**src/rtl/countdown_timer.sv**
```systemverilog
// countdown_timer: MM:SS countdown with a per-second prescaler and a timed ring alarm
module countdown_timer #(
  parameter int TICK_DIV  = 5000000,
  parameter int RING_SECS = 10
) (
  input  logic       clk,
  input  logic       reset_n,
  input  logic       load,
  input  logic [6:0] set_min,
  input  logic [5:0] set_sec,
  input  logic       start,
  input  logic       pause,
  input  logic       clear,
  output logic       ring,
  output logic       running,
  output logic       paused,
  output logic [6:0] rem_min,
  output logic [5:0] rem_sec,
  output logic       sec_tick
);
  localparam int PW = $clog2(TICK_DIV);
  localparam int RW = RING_SECS < 2 ? 1 : $clog2(RING_SECS + 1);
  typedef enum logic [1:0] {IDLE, RUN, PAUSE, RING} state_t;
  state_t state_q, state_d;
  logic [PW-1:0] presc_q, presc_d, presc_nx;
  logic [RW-1:0] rcnt_q, rcnt_d, rcnt_nx;
  logic [6:0] min_q, min_d, dec_min, lmin;
  logic [5:0] sec_q, sec_d, dec_sec, lsec;
  logic tick_q, tick_d, ring_q, ring_d, running_q, running_d, paused_q, paused_d, wrap;
  always_comb begin
    wrap = presc_q == PW'(TICK_DIV - 1);
    presc_nx = wrap ? '0 : presc_q + PW'(1);
    rcnt_nx = rcnt_q + RW'(1);
    dec_sec = sec_q == 6'd0 ? 6'd59 : sec_q - 6'd1;
    dec_min = sec_q == 6'd0 ? min_q - 7'd1 : min_q;
    lmin = set_min > 7'd99 ? 7'd99 : set_min;
    lsec = set_sec > 6'd59 ? 6'd59 : set_sec;
    state_d = state_q;
    presc_d = presc_q;
    rcnt_d = rcnt_q;
    min_d = min_q;
    sec_d = sec_q;
    tick_d = 1'b0;
    // a load in RUN only lands on the terminal-tick cycle, where it must beat the ring
    if (clear) begin
      state_d = IDLE;
      presc_d = '0;
      rcnt_d = '0;
      min_d = '0;
      sec_d = '0;
    end else if (load && (state_q != RUN || wrap)) begin
      state_d = IDLE;
      presc_d = '0;
      rcnt_d = '0;
      min_d = lmin;
      sec_d = lsec;
    end else begin
      case (state_q)
        IDLE: if (start && (min_q != 7'd0 || sec_q != 6'd0)) begin
          state_d = RUN;
          presc_d = '0;
        end
        RUN: if (pause) begin
          state_d = PAUSE;
          presc_d = wrap ? presc_q : presc_nx;
        end else begin
          presc_d = presc_nx;
          if (wrap) begin
            min_d = dec_min;
            sec_d = dec_sec;
            tick_d = 1'b1;
            state_d = dec_min == 7'd0 && dec_sec == 6'd0 ? RING : RUN;
          end
        end
        PAUSE: if (start) state_d = RUN;
        RING: begin
          presc_d = presc_nx;
          if (wrap) begin
            // the expiring second returns to IDLE, which never shows sec_tick
            if (RING_SECS != 0 && rcnt_nx == RW'(RING_SECS)) begin
              state_d = IDLE;
              rcnt_d = '0;
            end else begin
              rcnt_d = rcnt_nx;
              tick_d = 1'b1;
            end
          end
        end
        default: state_d = IDLE;
      endcase
    end
    ring_d = state_d == RING;
    running_d = state_d == RUN;
    paused_d = state_d == PAUSE;
  end
  always_ff @(posedge clk or negedge reset_n)
    if (!reset_n) begin
      state_q <= IDLE;
      presc_q <= '0;
      rcnt_q <= '0;
      min_q <= '0;
      sec_q <= '0;
      tick_q <= 1'b0;
      ring_q <= 1'b0;
      running_q <= 1'b0;
      paused_q <= 1'b0;
    end else begin
      state_q <= state_d;
      presc_q <= presc_d;
      rcnt_q <= rcnt_d;
      min_q <= min_d;
      sec_q <= sec_d;
      tick_q <= tick_d;
      ring_q <= ring_d;
      running_q <= running_d;
      paused_q <= paused_d;
    end
  assign ring = ring_q;
  assign running = running_q;
  assign paused = paused_q;
  assign rem_min = min_q;
  assign rem_sec = sec_q;
  assign sec_tick = tick_q;
endmodule
```
**config.mk**
```make
export PLATFORM = sky130hd
export DESIGN_NAME = countdown_timer
export DESIGN_NICKNAME = d
export VERILOG_FILES = /design/src/rtl/countdown_timer.sv
export SDC_FILE = /design/constraint.sdc
export NUM_CORES = 1
export LEC_CHECK = 0
export CAP_MARGIN = 10
export CORE_AREA = 5 5 68 101
export CTS_CLUSTER_SIZE = 16
export DETAILED_ROUTE_END_ITERATION = 6
export DIE_AREA = 0 0 73 106
export GPL_TIMING_DRIVEN = 0
export PLACE_DENSITY = 0.78
export SLEW_MARGIN = 25
export SYNTH_ARGS = -nofsm -noshare
export SYNTH_HDL_FRONTEND = slang
export SYNTH_SLANG_ARGS = --single-unit
```
**constraint.sdc**
```tcl
create_clock -name clk -period 7.59 [get_ports clk]
set_input_delay 0.759 -clock clk [delete_from_list [all_inputs] [get_ports clk]]
set_output_delay 0.759 -clock clk [all_outputs]
set_load 0.005 [all_outputs]
```
; Yosys cells after proc, flatten, opt, wreduce, memory -nomap -nowiden
; Cells that the tools add are included.
[totals]
reg_bits = 46
in_bits = 19
[op_classes]
add_sub_neg = 4
magnitude_cmp = 2
n_eq_ne = 12
mux = 43
n_reduce_logical = 18
[ops]
columns = op, n
row1 = $mux 23, 6
row2 = $pmux 23 s3, 1
row3 = $mux 7, 7
row4 = $mux 6, 7
row5 = $add 23x1->23 const B, 1
row6 = $eq 23x23->1 const B, 1
row7 = $mux 4, 5
row8 = $mux 2, 9
row9 = $logic_not 6->1, 2
row10 = $reduce_bool 3->1, 3
row11 = $eq 2x2->1 const B, 4
row12 = $pmux 2 s4, 1
row13 = $gt 7x7->1 const B, 1
row14 = $logic_not 7->1, 1
row15 = $reduce_bool 7->1, 1
row16 = $sub 7x1->7 const B, 1
row17 = $gt 6x6->1 const B, 1
row18 = $mux 1, 6
row19 = $reduce_and 3->1, 2
row20 = $reduce_bool 6->1, 1
row21 = $sub 6x1->6 const B, 1
row22 = $ne 5x5->1 const B, 1
row23 = $reduce_bool 5->1, 1
row24 = $add 4x1->4 const B, 1
row25 = 10 further kinds, 14

; Depth between registers and ports, before layout
; Gate-level depths: netlist (run 1).
[depth]
ltp_word = 11
depth_mapped = 10
ltp_nobuf = 8

; Worst setup path after synthesis (run 1)
; OpenSTA, ideal clock, no wires.
[synth_timing]
path_type = reg2reg
from = register presc_q[7]
to = register presc_q[21]
setup_ns = 0.096
arrival_time_ns = 2.585
path_slack_ns = 4.909
path_stages_with_launch = 8
n_path_buf = 1
period_less_slack_ns = 2.681
path_cell_list = dfrtp_1 or4b_1 or4_4 or3_4 a221oi_4 buf_6 o21ai_1 o31ai_1
[synth_between]
elab_chain_len = 7
word_cells_on_any_way = 14
[synth_lines]
columns = item, line
row1 = start: declaration, 25  ; logic [PW-1:0] presc_q, presc_d, presc_nx;
row2 = start signal: assignment, 109  ; presc_q <= presc_d;
row3 = $add 23x1->23 / $eq 23x23->1 (equally long branches), "32, 31"
row4 = $mux 23, 32  ; presc_nx = wrap ? '0 : presc_q + PW'(1);
row5 = $mux 23, 65  ; presc_d = wrap ? presc_q : presc_nx;
row6 = $mux 23, 63  ; RUN: if (pause) begin
row7 = $pmux 23 s3, 58  ; case (state_q)
row8 = $mux 23, 51  ; end else if (load && (state_q != RUN || wrap)) begin
row9 = $mux 23, 45  ; if (clear) begin
; Parallel ways exist; a longest one is shown, timed or not. The select of a mux whose other input is x is not followed.
; A chain may end at the register's enable or synchronous reset.

; Worst setup path after layout (run 1)
[layout_timing]
from = register sec_q[3], in the netlist rem_sec[3]
to = register presc_q[20]
[layout_between]
elab_chain_len = 5
[layout_lines]
columns = item, line
row1 = start: declaration, 28  ; logic [5:0] sec_q, sec_d, dec_sec, lsec;
row2 = start signal: assignment, 102  ; sec_q <= '0;
row3 = start signal: assignment, 112  ; sec_q <= sec_d;
row4 = $reduce_bool 6->1, 59  ; IDLE: if (start && (min_q != 7'd0 || sec_q != 6'd0)) begin
row5 = $logic_or 1x1->1, 59
row6 = $logic_and 1x1->1, 59
row7 = $ne 4x4->1 (no line), --
row8 = $reduce_and 3->1 (no line), --
; Every way passes these cells.

==> flow_summary.json, run 1 <==
{
  "ys.flop_type": "dfrtp_1",
  "worst_slew_pin_slew_ps": 755,
  "clkPwrFrac_pct": 33.0,
  "finalWorstSetupSlack_ps": 4550,
  "crit_path_cell_trace": "clkbuf_1, nor4_1, and2_1, buf_2, a31oi_1, nand3_1, clkbuf_1, o21ai_0",
  "dp_hpwl_um": 6220,
  "grt_use_total_pct": 22.5,
  "regArea_um2": 1150,
  "critPathCaptureType": "register",
  "synth_edf_count": 0,
  "wl_per_cell_um": 17.0,
  "combinationalPowerShare_pct": 20.5,
  "cts_tree": "built",
  "p_seq_share_pct": 46.5,
  "hold_class": "primary input to asynchronous set/reset pin",
  "placed_cell_area_um2": 3590,
  "synthAdderAreaFrac_pct": 4.77,
  "powerDensity_nw_per_um2": 152,
  "vias": 2982,
  "rows": 35,
  "final-setup-viol-count": 0,
  "chipHeight_um": 106,
  "synth_top_family_by_area": "simple AND/OR/NAND/NOR gates",
  "htreeDepth": 2,
  "synth_simple_gate_area_share_pct": 26.3,
  "numClockSinks": 46,
  "final_area_um2": 3700,
  "synth_xor_area_share_pct": 2.22,
  "syn_nets": 394,
  "p_leak_nw": 1.46,
  "max_freq_mhz": 329,
  "clock_path_buffers": 2,
  "crit_arrival_ps": 3210,
  "max_stage_delay_ps": 710,
  "initial_core_util_pct": 52.9,
  "synth.area.top_cells": "dfrtp_1 37%, ha_1 4.8%, a21oi_1 3.8%",
  "intPower_w": 0.000399,
  "cts.clk_slew.worst_paths_ps": 90,
  "first_global_vias": 3063,
  "fin_crit_sh_pct": 40.1,
  "antenna_found_initial": 0,
  "hold_buffers": 0,
  "port_buffers": 35,
  "crit_fanout": 10,
  "swShare_pct": 29.0,
  "setup-tns-final_ps": 0,
  "whs_ps": 450,
  "synth_compound_area_share_pct": 24.7,
  "ys_types": 61,
  "area_delta_synth_final_pct": 17.4,
  "crit_top_cell": "clkbuf_1",
  "grt_start_max_net_pins": 47,
  "hold_violations": 0,
  "die-area_um2": 7740,
  "postRouteAntennaNets": 0,
  "ys_ff_latch": 46,
  "grt-ovfl-total": 0,
  "switchingPower_w": 0.000163,
  "utilization_pct": 62.1,
  "antenna_cells": 0,
  "rsz0062_at_grt": "no",
  "finClkSkew_ps": 9.65,
  "drt_wl_total_um": 8180,
  "path_class": "register to register",
  "cap_violations": 0,
  "nFillCells": 538,
  "clkLatencyLatePin_ps": 310,
  "ys_seq_area_share_pct": 36.5,
  "synth-async-reset-ratio_pct": 100,
  "yosys_warnings": 0,
  "yosys-top-cells-count": "46 x dfrtp_1, 29 x nor2_1, 26 x nand2_1",
  "vias_per_cell": 6.21,
  "synth.most_common_cell": "dfrtp_1",
  "drtIter0Drc": 157,
  "crit_required_ps": 7760,
  "post_cts_resized": 0,
  "yosysTopAreaCell": "dfrtp_1",
  "core_um2": 5960,
  "outcome": "finished clean",
  "synthesis.area_um2": 3150,
  "dieWidth_um": 73,
  "critical_path.slowest_cell": "nor4_1",
  "pre_cts_ws_ps": 4460,
  "drv_slew": 0,
  "cts_setup_buffers": 0,
  "grt_pass1_wl_um": 14000,
  "ff2ff_setup_slack_ps": 4550,
  "layout-drive-gt1-share_pct": 9.11,
  "io_pins": 36,
  "fin_nets": 436,
  "avgSynthCellArea_um2": 8.68,
  "synthDominantCellAreaShare_pct": 36.5,
  "root_buffer": "clkbuf_8",
  "cts_buffers": 5,
  "dr.pass1.iters": 4,
  "relSlewSlack_pct": 49.2,
  "synthMuxAreaShare_pct": 0.993,
  "layout_min_cycle_time_ps": 3040,
  "r2r_start": "rem_sec[3]$_DFFE_PN0P_",
  "critPathLaunchType": "register",
  "multi_input_area_um2": 1860,
  "drc_errors": 0,
  "gp_congestion": 0.852,
  "reg2reg_depth": 8,
  "r2r_end": "presc_q[20]$_DFFE_PN0P_",
  "synth_cells": 363,
  "peakVddDrop_v": 0.000102
}
worst max path at each step:
stage	startpoint	endpoint	slack (ps)	cells past startpoint
floorplan	presc_q[7]$_DFFE_PN0P_	presc_q[21]$_DFFE_PN0P_	4910	7
global placement	reset_n	rem_sec[4]$_DFFE_PN0P_	4440	1
detailed placement	load	presc_q[4]$_DFFE_PN0P_	4460	7
CTS	rem_sec[3]$_DFFE_PN0P_	presc_q[20]$_DFFE_PN0P_	4520	8
global route	rem_sec[3]$_DFFE_PN0P_	presc_q[20]$_DFFE_PN0P_	4210	8
finish	rem_sec[3]$_DFFE_PN0P_	presc_q[20]$_DFFE_PN0P_	4550	8
metal layers:
metal,track usage [%],vias up,share of wire (%)
met5,0,-,0
met4,11.3,0,4.1
met3,3.60,30,3.6
met2,41.6,78,55
met1,23.6,1427,38
li1,-,1447,-
metrics by stage:
step           cells  total power, W
2_1_floorplan    363        0.000332
3_5_place_dp     472        0.000381
4_1_cts          480        0.000564
3_3_place_gp     472        0.000379
6_report         480        0.000562
5_1_grt          480        0.000586
power groups by stage:
| stage | combinational (W) | sequential, W | clock [W] |
|---|---|---|---|
| after floorplan | 0.0000670 | 0.000265 | 0 |
| after global placement | 0.000112 | 0.000266 | 0 |
| after detailed placement | 0.000115 | 0.000266 | 0 |
| after CTS | 0.000116 | 0.000261 | 0.000187 |
| after global routing | 0.000127 | 0.000263 | 0.000195 |
| final | 0.000115 | 0.000261 | 0.000185 |
cell families (layout without fill, tap and decap cells):
logic type / Yosys count / count (layout)
compound gates: 113 / 113
xor+xnor: 8 / 8
fa+ha+maj: 12 / 12
buf+inv: 31 / 74
flops: 46 / 46
mux: 3 / 3
simple gates: 150 / 150
sequential cells by signal, indices dropped and copies added, names as in the netlist:
register,count
running,1
sec_tick,1
presc_q,23
rem_min,7
rem_sec,6
state_q,2
ring,1
paused,1
rcnt_q,4
placed cells by master, fill, tap and decap left out, types with 12 or more instances in the layout:
cell type,Yosys,final
nand2_1,26,26
ha_1,12,12
clkdlybuf4s50_1,0,34
o31ai_1,16,16
o21ai_0,16,16
inv_1,16,16
nand3_1,23,23
dfrtp_1,46,46
nor2_1,29,29
a21oi_1,24,24
area by class of cell:
cell class / count / area share (%)
buffer: 15 / 2.20
clock buffer: 5 / 1.86
inverter: 16 / 1.62
multi-input combinational: 286 / 50.2
tap: 74 / 2.50
timing repair buffer: 35 / 9.40
sequential: 46 / 31.1
clock inverter: 3 / 1.08
worst max-delay path: cells and delay by family, from the launching register on:
family                 cells  cell delay (ps)
flip-flops                 1              380
buffers and inverters      3              840
AO/OA/AOI/OAI              2              380
AND/OR/NAND/NOR            3             1310
Note: power is estimated with default switching activity, not from simulation.
==> inputs of run 2 (changes only) <==
==> constraint.sdc (replaced) <==
create_clock -name clk -period 3 [get_ports clk]
set_input_delay 0.3 -clock clk [delete_from_list [all_inputs] [get_ports clk]]
set_output_delay 0.3 -clock clk [all_outputs]
set_load 0.005 [all_outputs]
==> run 2 against run 1 <==
  * The run now ends with hold timing left
  * Register-to-register slack got worse by 4400 ps
  * Setup slack got worse by 4400 ps
  * Non-clock buffer count rose by 2
  * Die area did not move
  * Routed wire length rose by 0.93%
  * Hold slack got worse by 460 ps
  * Clock skew rose by 0.89 ps
  * Clock power rose to 2.5 times the previous value
  * Combinational power rose to 2.6 times the previous value
  * Flip-flop and latch count did not move
  * Sequential power rose to 2.5 times the previous value
  * Critical path type unchanged
  * Largest power group unchanged
==> flow_summary.json, run 2 (same netlist as run 1, synthesis figures left out) <==
{
  "p_leak_nw": 1.47,
  "finClkSkew_ps": 10.5,
  "grt_use_total_pct": 22.6,
  "htreeDepth": 2,
  "dp_hpwl_um": 6220,
  "final_common_cell": "dfrtp_1",
  "crit_required_ps": 3250,
  "core_um2": 5960,
  "whs_ps": -10.0,
  "hold_buffers": 0,
  "chipHeight_um": 106,
  "critPathCaptureType": "register",
  "crit_arrival_ps": 3060,
  "clock_path_buffers": 2,
  "grt_start_max_net_pins": 47,
  "placed_cells": 472,
  "max_freq_mhz": 356,
  "drv_slew": 0,
  "largest_register": "presc_q",
  "antenna_found_initial": 0,
  "crit_fanout": 6,
  "pre_cts_ws_ps": -40.7,
  "grt-ovfl-total": 0,
  "relSlewSlack_pct": 54.7,
  "clkLatencyLatePin_ps": 310,
  "final_area_um2": 3720,
  "largest_register_ffs": 23,
  "peakVddDrop_v": 0.000256,
  "hold_class": "primary input to asynchronous set/reset pin",
  "cap_violations": 0,
  "cts.clk_slew.worst_paths_ps": 100,
  "gp_congestion": 0.852,
  "finalWorstSetupSlack_ps": 191,
  "violations": "hold timing",
  "hold_violations": 9,
  "nFillCells": 535,
  "dieWidth_um": 73,
  "grt_pass1_wl_um": 14100,
  "antenna_cells": 0,
  "regArea_um2": 1150,
  "multi_input_area_um2": 1860,
  "reg2reg_depth": 7,
  "critPathLaunchType": "register",
  "die-area_um2": 7740,
  "final-setup-viol-count": 0,
  "layout-drive-gt1-share_pct": 10.3,
  "use_met2_pct": 41.5,
  "path_class": "register to register",
  "drc_errors": 0,
  "fin_crit_sh_pct": 93.6,
  "root_buffer": "clkbuf_8",
  "cts_buffers": 5,
  "initial_core_util_pct": 52.9,
  "rows": 35,
  "vias": 3023,
  "grtUsageMet3_pct": 3.60,
  "drt_wl_total_um": 8260,
  "outcome": "finished with violations",
  "final_cells": 482,
  "fin_nets": 438,
  "placed_cell_area_um2": 3590,
  "layout_min_cycle_time_ps": 2810,
  "final_cell_mix": "46 x dfrtp_1, 34 x clkdlybuf4s50_1, 29 x nor2_1",
  "first_global_vias": 3089,
  "vias_per_cell": 6.27,
  "power.total_w": 0.00143,
  "met1_usage_pct": 23.4,
  "drtIter0Drc": 130,
  "io_pins": 36,
  "grt-busiest-layer": "met2",
  "numClockSinks": 46,
  "dr.pass1.iters": 4,
  "port_buffers": 35,
  "cts_tree": "built",
  "rsz0062_at_grt": "no",
  "powerDensity_nw_per_um2": 383,
  "wl_per_cell_um": 17.1,
  "postRouteAntennaNets": 0,
  "worst_slew_pin_slew_ps": 671,
  "area_delta_synth_final_pct": 18.2
}
run 2: cell count changes in the layout (fill, tap and decap cells not counted):
cell,change
clkbuf_2,+1
buf_2,+1
nor4_2,+1
buf_4,+2
clkbuf_1,-2
nor4_1,-1
run 2: metal layers:
| layer | vias up | wire [um] |
|---|---|---|
| li1 | 1455 | - |
| met1 | 1444 | 3100 |
| met2 | 91 | 4480 |
| met3 | 33 | 326 |
| met4 | 0 | 348 |
| met5 | - | 0 |
run 2: final cells by class:
type | count | share of cell area, %
Buffer | 15 | 2.25
Sequential cell | 46 | 30.9
Multi-Input combinational cell | 286 | 50.1
Clock inverter | 3 | 1.08
Inverter | 16 | 1.61
Clock buffer | 5 | 1.85
Timing Repair Buffer | 37 | 9.74
Tap cell | 74 | 2.49
run 2: what timing repair did:
item | in CTS | in global routing
buffers inserted | 2 | 0
endpoints found under the hold margin | 0 | 0
endpoints found under the setup margin | 13 | 15
resized for setup | 2 | 3
pin swaps | 1 | 2
run 2: metrics by stage:
step	utilization [%]	TNS, ps
detailed placement	60.3	-144
finish	62.5	0
CTS	62.5	0
global placement	60.3	-159
global route	62.5	0
floorplan	-	0
run 2: final timing paths:
check	startpoint	endpoint	slack (ps)
min reg2reg	presc_q[22]$_DFFE_PN0P_	presc_q[22]$_DFFE_PN0P_	490
max	presc_q[7]$_DFFE_PN0P_	presc_q[11]$_DFFE_PN0P_	190
max reg2reg	presc_q[7]$_DFFE_PN0P_	presc_q[11]$_DFFE_PN0P_	190
min	reset_n	presc_q[12]$_DFFE_PN0P_	-10
max in group asynchronous	reset_n	state_q[0]$_DFF_PN0_	2580
min in group clk	presc_q[22]$_DFFE_PN0P_	presc_q[22]$_DFFE_PN0P_	490
run 2: where the power goes:
group / switching, W / leakage (nW) / internal [W]
combinational: 0.000165 / 0.782 / 0.000131
sequential: 0.0000250 / 0.631 / 0.000637
clock: 0.000222 / 0.0579 / 0.000246
total: 0.000413 / 1.47 / 0.00101
run 2: worst max-delay path, cell delays in order (launching register included):
cell	delay (ps)
dfrtp_1	420
or4b_1	590
or4_4	510
o21ai_4	220
a221oi_4	90
buf_4	180
or4_2	640
nand3_1	100
